===== config.mk =====
export PLATFORM = sky130hd
export DESIGN_NAME = decrypt_seq
export DESIGN_NICKNAME = d
export VERILOG_FILES = /design/src/rtl/cipher_pkg.sv /design/src/rtl/decrypt_seq_lfsr7_step.sv /design/src/rtl/decrypt_seq.sv
export SDC_FILE = /design/constraint.sdc
export NUM_CORES = 1
export LEC_CHECK = 0
export BUFFER_PORTS_ARGS = -buffer_cell sky130_fd_sc_hd__buf_4
export CAP_MARGIN = 10
export CELL_PAD_IN_SITES_DETAIL_PLACEMENT = 1
export CELL_PAD_IN_SITES_GLOBAL_PLACEMENT = 1
export CORE_AREA = 3 3 147 149
export DETAILED_ROUTE_END_ITERATION = 8
export DIE_AREA = 0 0 150 152
export PLACE_DENSITY_LB_ADDON = 0.1
export SLEW_MARGIN = 30
export SYNTH_ARGS = -nofsm -noshare
export SYNTH_HDL_FRONTEND = slang
export SYNTH_HIERARCHICAL = 1
export SYNTH_SLANG_ARGS = --single-unit

===== constraint.sdc =====
create_clock -name clk -period 5.65 [get_ports clk]
set_input_delay 0 -clock clk [delete_from_list [all_inputs] [get_ports clk]]
set_output_delay 0 -clock clk [all_outputs]
set_load 0.05 [all_outputs]

===== src/rtl/cipher_pkg.sv =====
// Shared definitions for the LFSR message-decryption sequencer.
// Holds the candidate tap table, the sequencer state encoding and the plaintext offset.
// No logic; imported by decrypt_seq and lfsr7_step users.
package cipher_pkg;

   localparam int NUM_PTRN = 9;

   // Candidate tap patterns; entry k is selected by ptrn_idx == k.
   localparam logic [NUM_PTRN-1:0][6:0] LFSR_PTRN = {
      7'h7B, 7'h7E, 7'h5C, 7'h69, 7'h6A, 7'h72, 7'h78, 7'h48, 7'h60
   };

   // Plaintext is stored as (char - SPACE_OFS), so a space decrypts to zero.
   localparam logic [7:0] SPACE_OFS = 8'h20;

   typedef enum logic [3:0] {
      IDLE,
      SEED_RD,
      SEED_EX,
      SRCH_RD,
      SRCH_EX,
      PICK,
      DEC_RD,
      DEC_EX,
      PAD,
      DONE
   } state_e;

endpackage


===== src/rtl/decrypt_seq_lfsr7_step.sv =====
// 7-bit LFSR single step: shift left, feed back the parity of the tapped bits.
// Latency: purely combinational. Backpressure: none.
// Ports: state_i current state, ptrn_i tap mask, next_o next state.
module lfsr7_step (
   input  logic [6:0] state_i,
   input  logic [6:0] ptrn_i,
   output logic [6:0] next_o
);

   assign next_o = {state_i[5:0], ^(state_i & ptrn_i)};

endmodule


===== src/rtl/decrypt_seq.sv =====
// Sequencer that decrypts an LFSR-encrypted message straight out of data memory.
// Latency: 2 cycles per byte read (issue/consume), 1 cycle per pad write; ack held in DONE.
// Backpressure: none on DM (one access per cycle); new run only launches on req low in IDLE.
// Ports: clk/init_n clock and async reset; req/ack run handshake; mem_* DM access;
//        ptrn_idx/no_match/err_cnt/out_len run status.
module decrypt_seq
   import cipher_pkg::*;
#(
   parameter int AW        = 8,
   parameter int IN_BASE   = 64,
   parameter int OUT_BASE  = 0,
   parameter int MSG_LEN   = 64,
   parameter int PRE_CHECK = 10
) (
   input  logic          clk,
   input  logic          init_n,
   input  logic          req,
   output logic          ack,
   output logic [AW-1:0] mem_addr,
   output logic          mem_rd_en,
   output logic          mem_wr_en,
   output logic [7:0]    mem_wdata,
   input  logic [7:0]    mem_rdata,
   output logic [3:0]    ptrn_idx,
   output logic          no_match,
   output logic [6:0]    err_cnt,
   output logic [6:0]    out_len
);

   localparam logic [AW-1:0] IN_A     = AW'(IN_BASE);
   localparam logic [AW-1:0] OUT_A    = AW'(OUT_BASE);
   localparam logic [6:0]    LAST_PRE = 7'(PRE_CHECK - 1);
   localparam logic [6:0]    LAST_MSG = 7'(MSG_LEN - 1);
   localparam logic [6:0]    MSG_LEN7 = 7'(MSG_LEN);

   state_e                   state_q, state_d;
   logic [6:0]               idx_q, idx_d;        // byte index, reused as pad address
   logic [6:0]               seed_q, seed_d;
   logic [NUM_PTRN-1:0][6:0] srch_q, srch_d, srch_nxt;
   logic [NUM_PTRN-1:0]      alive_q, alive_d;
   logic [6:0]               dec_q, dec_d, dec_nxt;
   logic [6:0]               sel_q, sel_d;        // chosen tap pattern
   logic                     skip_q, skip_d;      // still stripping leading spaces
   logic [3:0]               ptrn_idx_q, ptrn_idx_d;
   logic                     no_match_q, no_match_d;
   logic [6:0]               err_q, err_d;
   logic [6:0]               len_q, len_d;

   logic [6:0]               pt;
   logic                     par_ok;
   logic [3:0]               pick_idx;
   logic [6:0]               pick_ptrn;

   for (genvar k = 0; k < NUM_PTRN; k++) begin : g_srch
      lfsr7_step u_step (
         .state_i (srch_q[k]),
         .ptrn_i  (LFSR_PTRN[k]),
         .next_o  (srch_nxt[k])
      );
   end

   lfsr7_step u_dec_step (
      .state_i (dec_q),
      .ptrn_i  (sel_q),
      .next_o  (dec_nxt)
   );

   always_comb begin
      state_d    = state_q;
      idx_d      = idx_q;
      seed_d     = seed_q;
      srch_d     = srch_q;
      alive_d    = alive_q;
      dec_d      = dec_q;
      sel_d      = sel_q;
      skip_d     = skip_q;
      ptrn_idx_d = ptrn_idx_q;
      no_match_d = no_match_q;
      err_d      = err_q;
      len_d      = len_q;
      mem_addr   = '0;
      mem_rd_en  = 1'b0;
      mem_wr_en  = 1'b0;
      mem_wdata  = '0;
      pt         = mem_rdata[6:0] ^ dec_q;
      par_ok     = ~^mem_rdata;

      // Lowest surviving candidate wins.
      pick_idx  = '0;
      pick_ptrn = LFSR_PTRN[0];
      for (int k = NUM_PTRN - 1; k >= 0; k--) begin
         if (alive_q[k]) begin
            pick_idx  = 4'(k);
            pick_ptrn = LFSR_PTRN[k];
         end
      end

      case (state_q)
         IDLE: begin
            if (!req) begin
               ptrn_idx_d = '0;
               no_match_d = 1'b0;
               err_d      = '0;
               len_d      = '0;
               state_d    = SEED_RD;
            end
         end
         SEED_RD: begin
            mem_addr  = IN_A;
            mem_rd_en = 1'b1;
            state_d   = SEED_EX;
         end
         SEED_EX: begin
            // Byte 0 is a space, so its ciphertext is the seed itself.
            seed_d = mem_rdata[6:0];
            for (int k = 0; k < NUM_PTRN; k++) srch_d[k] = mem_rdata[6:0];
            alive_d = '1;
            idx_d   = 7'd1;
            state_d = SRCH_RD;
         end
         SRCH_RD: begin
            mem_addr  = IN_A + AW'(idx_q);
            mem_rd_en = 1'b1;
            state_d   = SRCH_EX;
         end
         SRCH_EX: begin
            for (int k = 0; k < NUM_PTRN; k++) begin
               srch_d[k] = srch_nxt[k];
               if (srch_nxt[k] != mem_rdata[6:0]) alive_d[k] = 1'b0;
            end
            if (idx_q == LAST_PRE) begin
               state_d = PICK;
            end else begin
               idx_d   = idx_q + 7'd1;
               state_d = SRCH_RD;
            end
         end
         PICK: begin
            if (alive_q == '0) begin
               no_match_d = 1'b1;
               state_d    = DONE;
            end else begin
               ptrn_idx_d = pick_idx;
               sel_d      = pick_ptrn;
               dec_d      = seed_q;
               skip_d     = 1'b1;
               idx_d      = '0;
               state_d    = DEC_RD;
            end
         end
         DEC_RD: begin
            mem_addr  = IN_A + AW'(idx_q);
            mem_rd_en = 1'b1;
            state_d   = DEC_EX;
         end
         DEC_EX: begin
            // A parity-failed byte always ends space stripping, even if it decrypts to 0.
            if (!(skip_q && par_ok && pt == 7'd0)) begin
               skip_d    = 1'b0;
               mem_wr_en = 1'b1;
               mem_addr  = OUT_A + AW'(len_q);
               mem_wdata = {~par_ok, pt};
               len_d     = len_q + 7'd1;
               if (!par_ok) err_d = err_q + 7'd1;
            end
            dec_d = dec_nxt;
            if (idx_q == LAST_MSG) begin
               idx_d   = len_d;
               state_d = (len_d == MSG_LEN7) ? DONE : PAD;
            end else begin
               idx_d   = idx_q + 7'd1;
               state_d = DEC_RD;
            end
         end
         PAD: begin
            mem_wr_en = 1'b1;
            mem_addr  = OUT_A + AW'(idx_q);
            if (idx_q == LAST_MSG) begin
               state_d = DONE;
            end else begin
               idx_d = idx_q + 7'd1;
            end
         end
         DONE: begin
            if (req) state_d = IDLE;
         end
         default: state_d = IDLE;
      endcase
   end

   always_ff @(posedge clk or negedge init_n) begin
      if (!init_n) begin
         state_q    <= IDLE;
         idx_q      <= '0;
         seed_q     <= '0;
         srch_q     <= '0;
         alive_q    <= '0;
         dec_q      <= '0;
         sel_q      <= '0;
         skip_q     <= 1'b0;
         ptrn_idx_q <= '0;
         no_match_q <= 1'b0;
         err_q      <= '0;
         len_q      <= '0;
      end else begin
         state_q    <= state_d;
         idx_q      <= idx_d;
         seed_q     <= seed_d;
         srch_q     <= srch_d;
         alive_q    <= alive_d;
         dec_q      <= dec_d;
         sel_q      <= sel_d;
         skip_q     <= skip_d;
         ptrn_idx_q <= ptrn_idx_d;
         no_match_q <= no_match_d;
         err_q      <= err_d;
         len_q      <= len_d;
      end
   end

   assign ack      = (state_q == DONE);
   assign ptrn_idx = ptrn_idx_q;
   assign no_match = no_match_q;
   assign err_cnt  = err_q;
   assign out_len  = len_q;

endmodule


==> run metrics <==
Worst-path clk slew 60 ps; VDD IR max 0.0002330 V; wire length per cell 21.36 um; DR pass1 iterations 4; mapped cell area 8066 sq um; CP Buf/Inv Count 1; post-synth top area cell dfrtp_1; worst slew pin tran 976.9 ps; vias in the first global route 6842; largest net degree at the start of global routing 75; number of flops mapped to enable cells by yosys 0; ys async rst share 1.000; worst hold path class input pin to flip-flop; Die X 150 um; combinational power share 0.479; final WL 24480 um; Max-Cap Viols 0; layout cells sized above 1 0.1210; Critical Path AT 3550 ps; Power Internal 0.003037 W; Slowest Stage Delay on Critical Path 780 ps; Post-DRT Antenna Nets 0; min Tclk post-route 3554 ps; Yosys top cell area share 0.3847; Crit-path slowest cell nand3_1; cell family with most CP delay simple AND/OR/NAND/NOR gates; Iter 0 DRT Violations 374; TritonCTS clock tree done; P&R area growth vs syn 11.48%; endpoints failing setup 0; total CTS buffers 17; switch share 0.4367; gpl congestion 0.8525; DP HPWL 16640 um; Fin Setup TNS 0 ps; skew final 9.539 ps; NetSw 0.002354 W; clock root buffer clkbuf_16; unrepaired setup endpoints after global routing false; # rows 52; Nets 879; Fmax 281.4 MHz; R2R Setup Slk 2650 ps; Filler cells 2337; H-tree depth 4; Starting Density 0.3974; critical path required time 5650 ps; Inst Count DP 1111; post-CTS sizing 0; Clock Tree Buf Depth 2; initial antenna violation count 0; Hold Crit Endpoint alive_q[3]; Sink Count 124; status complete, no violations; Die H 152 um; overall die area 22800 sq um; syn_area_per_cell 9.637 sq um; routed via count 6416; Remaining DRCs 0; WS Path Type flip-flop to output pin; register bit total from synthesis 124; Final Power 0.005392 W; CP max FO 24; Total GRT Usage 0.2185; Tcrit/Tclk final 0.6290; max-slew violations 0; synthesis warning total 6; launch point of the worst reg-to-reg path state_q[2]; number of port buffers 48; Seq pwr share 0.327; Ant. Diodes 0; Core ar. 20300 sq um; Slew HR 0.3441; worst path cell trace nor2b_1 -> nand3_1 -> a21oi_2 -> a221o_1 -> buf_4; IO Pins 49; hold path depth 4; Worst Reg-to-Reg Cells 5; CP Launch Type flip-flop; CP endpoint kind output pin; Final Worst Setup Slack 2096 ps; Hold Vio Cnt, Final 0; commonest cells after routing, fill and taps aside 124 x dfrtp_1, 110 x nand2_1, 67 x xor2_1; Post-Syn Instances 837; Clock Latency Late Sink 430 ps; Vias/cell 5.599; power per cell area 599.6 nW/um^2; Static Leak 4.152 nW; synth top area cells dfrtp_1 38%, a221o_1 8.1%, xor2_1 7.3%; Overflow after GRT 0; hold path startpoint mem_rdata[2]; R2R Path End err_cnt[2]; distinct cell type count after synthesis 67; first-pass GRT wire length 38820 um; sequential area share after synthesis 0.3847; commonest non-fill, non-tap cell in the layout dfrtp_1; power share of the clock group 0.194; final cell count without fillers 1146; pre-CTS setup slack 2580 ps; top_reg_cell synth dfrtp_1
state kept, by name, indices dropped and copies added, names as in the netlist:
| name | flops |
|---|---|
| dec_q | 7 |
| srch_q | 63 |
| state_q | 4 |
| no_match | 1 |
| sel_q | 7 |
| out_len | 7 |
| seed_q | 7 |
| skip_q | 1 |
| ptrn_idx | 4 |
| idx_q | 7 |
| err_cnt | 7 |
| alive_q | 9 |
logic make-up after synthesis:
| family | synth area share |
|---|---|
| and+or+nand+nor | 0.1472 |
| adders and majority gates | 0.007756 |
| muxes | 0.01148 |
| xor gates and xnor gates | 0.1709 |
| DFF | 0.3847 |
| buffers and inverters | 0.08888 |
| other | 0.0009310 |
| AOI/OAI and AO/OA | 0.1882 |
worst max-delay path by stage:
stage | end | start | depth (start not counted) | slack (ps)
after global routing | mem_addr[4] | state_q[2] | 5 | 1860
final | mem_addr[6] | state_q[2] | 5 | 2100
after detailed placement | mem_addr[6] | state_q[2] | 5 | 2580
after global placement | mem_addr[6] | state_q[2] | 5 | 2650
after CTS | mem_addr[6] | state_q[2] | 5 | 2110
after floorplan | err_cnt[2] | state_q[3] | 7 | 3410
worst register-to-register path, stage by stage (launching register included):
cell     delay, ps
dfrtp_1        640
nor2b_1        590
nand3_1        780
nor2_1         600
a21o_1         180
a31oi_1         80
power by group through the flow:
stage	Clock, W	Sequential, W	Combinational [W]
after detailed placement	0	0.00177	0.00254
after floorplan	0	0.00160	0.00226
after CTS	0.00107	0.00176	0.00256
after global placement	0	0.00175	0.00245
final	0.00104	0.00176	0.00258
after global routing	0.00111	0.00183	0.00281
timing repair:
action,CTS,global route
setup endpoints to repair,0,0
hold buffers,2,0
endpoints found under the hold margin,75,0
setup buffers,0,0
per-layer routing:
metal / wire length (um) / GRT usage / part of all wire / vias to the layer above
li1: - / - / - / 2957
met1: 10520 / 0.2737 / 0.43 / 3272
met2: 12390 / 0.3753 / 0.51 / 148
met3: 988 / 0.04349 / 0.040 / 39
met4: 585 / 0.07320 / 0.024 / 0
met5: 0 / 0 / 0 / -
synthesized netlist by cell type (3+ instances only):
library cell / n
o32ai_1: 5
xnor2_1: 39
a21o_1: 11
nor2_1: 53
buf_4: 61
buf_2: 4
nand2_1: 110
nand4_1: 5
nand3_1: 20
or3_1: 3
xnor3_1: 20
and3_1: 9
a31oi_1: 5
a21oi_1: 27
nor3_1: 13
nor4_1: 16
a32oi_1: 4
a22o_1: 9
buf_1: 9
a2111oi_0: 3
nand2b_1: 8
clkbuf_1: 32
a22oi_1: 10
mux2i_1: 7
o21ai_0: 26
ha_1: 5
or2_2: 5
inv_1: 14
dfrtp_1: 124
a221o_1: 65
xor2_1: 67
stage by stage:
step | utilization | area (sq um) | hold WS, ps
3_3_place_gp | 0.4129 | 8382 | 230.6
6_report | 0.4430 | 8992 | 102.9
3_5_place_dp | 0.4131 | 8386 | 91.19
2_1_floorplan | - | 8295 | -295.6
4_1_cts | 0.4416 | 8965 | 78.25
5_1_grt | 0.4430 | 8992 | 116.1
final cells by class:
cell class | count | area, sq um | area share
Clock buffer | 23 | 498.0 | 0.05538
Clock inverter | 9 | 61.31 | 0.006818
Inverter | 14 | 52.55 | 0.005844
Multi-Input combinational cell | 650 | 4491 | 0.4994
Sequential cell | 124 | 3103 | 0.3451
Tap cell | 270 | 337.8 | 0.03757
Timing Repair Buffer | 56 | 449.2 | 0.04995
(Power assumes the default switching activity.)
